$ cat src/rtl/mem_arbiter.sv
// Two-port round-robin arbiter in front of a single-ported word memory.
// Each access takes IDLE -> SERVE (memory cycle) -> RESP (ack cycle).
module mem_arbiter #(
    parameter int unsigned MEM_WORDS = 256
) (
    input  logic        clk,
    input  logic        rst_n,
    input  logic        a_req,
    input  logic        a_we,
    input  logic [31:0] a_addr,
    input  logic [31:0] a_wdata,
    output logic        a_ack,
    output logic        a_err,
    output logic [31:0] a_rdata,
    input  logic        b_req,
    input  logic        b_we,
    input  logic [31:0] b_addr,
    input  logic [31:0] b_wdata,
    output logic        b_ack,
    output logic        b_err,
    output logic [31:0] b_rdata,
    output logic        mem_we,
    output logic [31:0] mem_addr,
    output logic [31:0] mem_wdata,
    input  logic [31:0] mem_rdata,
    output logic        busy
);

    localparam logic [31:0] ADDR_LIMIT = 32'(4 * MEM_WORDS);

    typedef enum logic [1:0] {
        IDLE,
        SERVE,
        RESP
    } state_t;

    state_t      state_q;
    logic        last_grant_q;  // 1 = B was granted last
    logic        win_q;         // 1 = B owns the access in flight
    logic [31:0] addr_q;
    logic [31:0] wdata_q;
    logic        err_q;
    logic        mem_we_q;
    logic        a_ack_q, b_ack_q;
    logic        a_err_q, b_err_q;
    logic [31:0] a_rdata_q, b_rdata_q;

    logic        grant_b;
    logic        sel_we;
    logic [31:0] sel_addr;
    logic [31:0] sel_wdata;
    logic        sel_err;
    logic [31:0] rdata_cap;

    // On a tie the requester that was not granted last wins.
    always_comb begin
        grant_b   = b_req & (~a_req | ~last_grant_q);
        sel_we    = grant_b ? b_we    : a_we;
        sel_addr  = grant_b ? b_addr  : a_addr;
        sel_wdata = grant_b ? b_wdata : a_wdata;
        sel_err   = (sel_addr[1:0] != 2'b00) || (sel_addr >= ADDR_LIMIT);
        rdata_cap = err_q ? '0 : mem_rdata;
    end

    always_ff @(posedge clk or negedge rst_n) begin
        if (!rst_n) begin
            state_q      <= IDLE;
            last_grant_q <= 1'b1;
            win_q        <= 1'b0;
            addr_q       <= '0;
            wdata_q      <= '0;
            err_q        <= 1'b0;
            mem_we_q     <= 1'b0;
            a_ack_q      <= 1'b0;
            b_ack_q      <= 1'b0;
            a_err_q      <= 1'b0;
            b_err_q      <= 1'b0;
            a_rdata_q    <= '0;
            b_rdata_q    <= '0;
        end else begin
            case (state_q)
                IDLE: begin
                    a_ack_q <= 1'b0;
                    b_ack_q <= 1'b0;
                    if (a_req || b_req) begin
                        win_q        <= grant_b;
                        last_grant_q <= grant_b;
                        addr_q       <= sel_addr;
                        wdata_q      <= sel_wdata;
                        err_q        <= sel_err;
                        // Write strobe is registered so it is high exactly for SERVE.
                        mem_we_q     <= sel_we & ~sel_err;
                        state_q      <= SERVE;
                    end
                end
                SERVE: begin
                    mem_we_q <= 1'b0;
                    if (win_q) begin
                        b_rdata_q <= rdata_cap;
                        b_err_q   <= err_q;
                        b_ack_q   <= 1'b1;
                    end else begin
                        a_rdata_q <= rdata_cap;
                        a_err_q   <= err_q;
                        a_ack_q   <= 1'b1;
                    end
                    state_q <= RESP;
                end
                RESP: begin
                    a_ack_q <= 1'b0;
                    b_ack_q <= 1'b0;
                    state_q <= IDLE;
                end
                default: begin
                    mem_we_q <= 1'b0;
                    a_ack_q  <= 1'b0;
                    b_ack_q  <= 1'b0;
                    state_q  <= IDLE;
                end
            endcase
        end
    end

    assign mem_we    = mem_we_q;
    assign mem_addr  = addr_q;
    assign mem_wdata = wdata_q;
    assign a_ack     = a_ack_q;
    assign a_err     = a_err_q;
    assign a_rdata   = a_rdata_q;
    assign b_ack     = b_ack_q;
    assign b_err     = b_err_q;
    assign b_rdata   = b_rdata_q;
    assign busy      = (state_q != IDLE);

endmodule

$ cat config.mk
export PLATFORM = sky130hd
export DESIGN_NAME = mem_arbiter
export DESIGN_NICKNAME = d
export VERILOG_FILES = /design/src/rtl/mem_arbiter.sv
export SDC_FILE = /design/constraint.sdc
export NUM_CORES = 1
export LEC_CHECK = 0
export CORE_UTILIZATION = 36
export CTS_CLUSTER_DIAMETER = 40
export DETAILED_ROUTE_END_ITERATION = 10
export PLACE_DENSITY = 0.81
export SLEW_MARGIN = 30
export SYNTH_ARGS = -nofsm -noshare
export SYNTH_HDL_FRONTEND = slang
export SYNTH_SLANG_ARGS = --single-unit
$ cat constraint.sdc
create_clock -name clk -period 1.5 [get_ports clk]
set_clock_uncertainty 0.1 [all_clocks]
set_input_delay 0.3 -clock clk [delete_from_list [all_inputs] [get_ports clk]]
set_output_delay 0.3 -clock clk [all_outputs]
set_load 0.02 [all_outputs]
==> impl_metrics.py <==
metrics = {
    "timing": {
        "holdWs_ps": 253.2,
        "slew_viol_final": 0,
        "fin_tns_setup_ps": -4497,
        "fin_crit_sh_pct": 109.9,
        "setup_violations": 64,
        "hold_viol_final": 0,
        "worst_slack_ps": -148.2,
        "rsz0062_at_grt": "yes",
        "period_needed_ps": 1648,
        "max_freq_mhz": 606.7,
        "tightest_slew_ps": 409.3,
        "slew_headroom_pct": 72.46,
    },
    "critical_path": {
        "path_common_cell": "or2_4",
        "cp-start-kind": "register",
        "crit_type": "register to register",
        "crit_slowest_cell": "dfrtp_1",
        "cp.arrival_ps": 1850,
        "r2r_slack_ps": -150,
        "path_cells": "or2_4 -> or2_4 -> clkinv_8 -> nand4_1 -> o22a_1 -> o21a_1",
        "crit_required_ps": 1700,
        "worst_path_largest_cell_delay_ps": 400,
        "critPathCaptureType": "register",
        "crit_fanout": 10,
    },
    "cts": {
        "cts_sinks": 138,
        "clk_pin_slew_ps": 60,
        "cts_buffers": 17,
        "clk_path_buf_depth": 2,
        "htree_levels": 4,
        "cts_root_buffer": "clkbuf_16",
        "cts_tree": "built",
        "clk_latency_ps": 410,
    },
    "place": {
        "port_buffers": 299,
        "gp_congestion": 0.8754,
        "hpwl_um": 14580,
        "dp.cells": 1148,
        "postPlaceCellArea_mm2": 0.009269,
    },
    "route": {
        "dr.pass1.iters": 6,
        "dr.first_iter.drc_count": 317,
        "drtAntennaViolNets": 0,
        "finalWirelength_um": 20040,
        "route.detailed.drc": 0,
        "via_per_inst": 4.947,
        "num_vias": 5857,
        "wire_per_inst_um": 16.92,
    },
    "cells_and_area": {
        "drive_gt1_share_pct": 22.42,
        "nFillCells": 1324,
        "area_delta_synth_final_pct": 67.99,
        "multi_input_area_mm2": 0.002166,
        "final_cells": 1184,
        "layout_common_cells": "nand2_1 (194), clkdlybuf4s50_1 (164), dfrtp_1 (137)",
        "seq_area_mm2": 0.003455,
        "diodes": 0,
        "layout_commonest_cell": "nand2_1",
        "fin_area_mm2": 0.009772,
        "layout.nets": 1121,
    },
    "global_route": {
        "grt_pass1_vias": 5604,
        "grt-ovfl-total": 0,
        "grt_max_degree": 48,
        "grt_pass1_wl_um": 29620,
        "grt_busiest_layer": "met2",
        "grt_util_met3_pct": 7.102,
        "met1_usage_pct": 27.30,
        "grtUsageMet2_pct": 40.26,
        "antenna_found_initial": 0,
        "grt_usage_pct": 23.56,
    },
    "floorplanning": {
        "fp.dieH_um": 129.1,
        "coreArea_mm2": 0.01583,
        "rows": 46,
        "io_pins": 300,
        "die-area_mm2": 0.01667,
        "die_x_um": 129.1,
        "initial_utilization_pct": 36.75,
    },
    "synth": {
        "synth-seq-cells": 138,
        "syn_nets": 806,
        "ys_types": 25,
        "synthAdderAreaFrac_pct": 0,
        "synth_xor_area_share_pct": 0,
        "syn_inst": 640,
        "synthMuxAreaShare_pct": 0.5593,
        "syn_avg_cell_area_um2": 9.089,
        "synth_compound_area_share_pct": 13.27,
        "yosysWarningCount": 0,
        "synthSimpleGateAreaFrac_pct": 22.76,
        "ys_seq_area_share_pct": 59.39,
        "synth_top_family_by_area": "simple AND/OR/NAND/NOR gates",
        "netlist_area_mm2": 0.005817,
    },
    "status": {
        "status": "complete, but fails checks",
        "violations": "setup timing",
    },
    "worst_hold_path": {
        "hold_class": "input port to async pin",
    },
    "flow_run": {
        "cap_violations": 0,
    },
    "pwr": {
        "ir_drop_uv": 909.8,
        "power_density_mw_per_mm2": 1697,
        "p_total_uw": 16580,
        "power.leakage_uw": 0.004261,
    },
}
## worst paths after layout
| check | startpoint | endpoint | depth (start not counted) |
|---|---|---|---|
| setup / recovery | state_q[1]$_DFFE_PN0P_ | err_q$_DFFE_PN0P_ | 6 |
| hold / removal | rst_n | win_q$_DFFE_PN0P_ | 2 |
| setup reg to reg | state_q[1]$_DFFE_PN0P_ | err_q$_DFFE_PN0P_ | 6 |
| hold reg to reg | b_rdata[5]$_DFFE_PN0P_ | b_rdata[5]$_DFFE_PN0P_ | 2 |
| max in group asynchronous | rst_n | mem_addr[7]$_DFFE_PN0P_ | 3 |
| min in group clk | b_addr[8] | mem_addr[8]$_DFFE_PN0P_ | 3 |
## what timing repair did
item	CTS	global route
endpoints found under the setup margin	245	173
endpoints found under the hold margin	138	0
cloned	0	2
resized for setup	382	78
buffers inserted	0	1
hold buffers	1	0
## routing by layer
layer / up-vias / part of all wire, %
met5: - / 0
met4: 0 / 2.4
met3: 30 / 8.1
met2: 274 / 51
met1: 2773 / 39
li1: 2780 / -
## report_power, final
group	leakage [uW]	total, uW	switching, uW	internal [uW]
registers	0.00172	5410	608	4800
logic	0.00225	6860	3980	2880
clock network	0.000288	4310	1680	2630
## state kept, by name (all words and copies together), names as in the netlist
signal and cells:
b_ack 1, win_q 1, b_rdata 32, last_grant_q 1, mem_wdata 32, mem_we 1, b_err 1, a_ack 1
a_rdata 32, err_q 1, a_err 1, state_q 2, mem_addr 32
## worst max-delay path, delay by kind of cell (launching register included)
kind	cells	cell delay, ps
simple gates	3	590
buf+inv	1	80
flops	1	400
compound gates	2	350
## synth_stat cells
library cell / count / area (um2)
or2_4: 1 / 8.760
o22a_1: 1 / 8.760
o21ai_1: 1 / 5.000
nor2_1: 65 / 244.0
nand2_1: 197 / 739.5
a31oi_1: 64 / 400.4
o21ai_0: 67 / 335.3
nand2b_1: 33 / 206.5
dfstp_2: 1 / 26.28
mux2_2: 2 / 22.52
or2_1: 1 / 6.260
clkbuf_1: 27 / 101.4
buf_2: 12 / 60.06
nand4_1: 4 / 25.02
buf_4: 1 / 7.510
inv_1: 1 / 3.750
a21boi_0: 1 / 7.510
clkinv_2: 1 / 5.000
and2_1: 1 / 6.260
dfrtp_1: 137 / 3428
nor2b_1: 2 / 12.51
buf_6: 5 / 56.30
o21a_1: 2 / 15.01
mux2i_1: 1 / 10.01
nor4_1: 12 / 75.07
## metrics by stage
stage	utilization (%)	setup slack [ps]
floorplan	-	-54.32
global placement	58.56	-519.7
detailed placement	58.56	-507.6
CTS	62.77	-144.4
global route	61.74	-185.5
finish	61.74	-148.2
## cell families (layout without fill, tap and decap cells)
| group | Yosys count | after routing |
|---|---|---|
| buf+inv | 47 | 375 |
| flops | 138 | 138 |
| simple gates | 316 | 316 |
| compound gates | 136 | 136 |
| mux | 3 | 3 |
## area by class of cell
type,instances,area share [%]
sequential,138,35.35
timing repair buffer,341,33.37
multi-input combinational,455,22.16
clock buffer,19,4.430
tap,216,2.766
clock inverter,13,1.716
inverter,2,0.2049
Power figures use the tool's default switching activity.
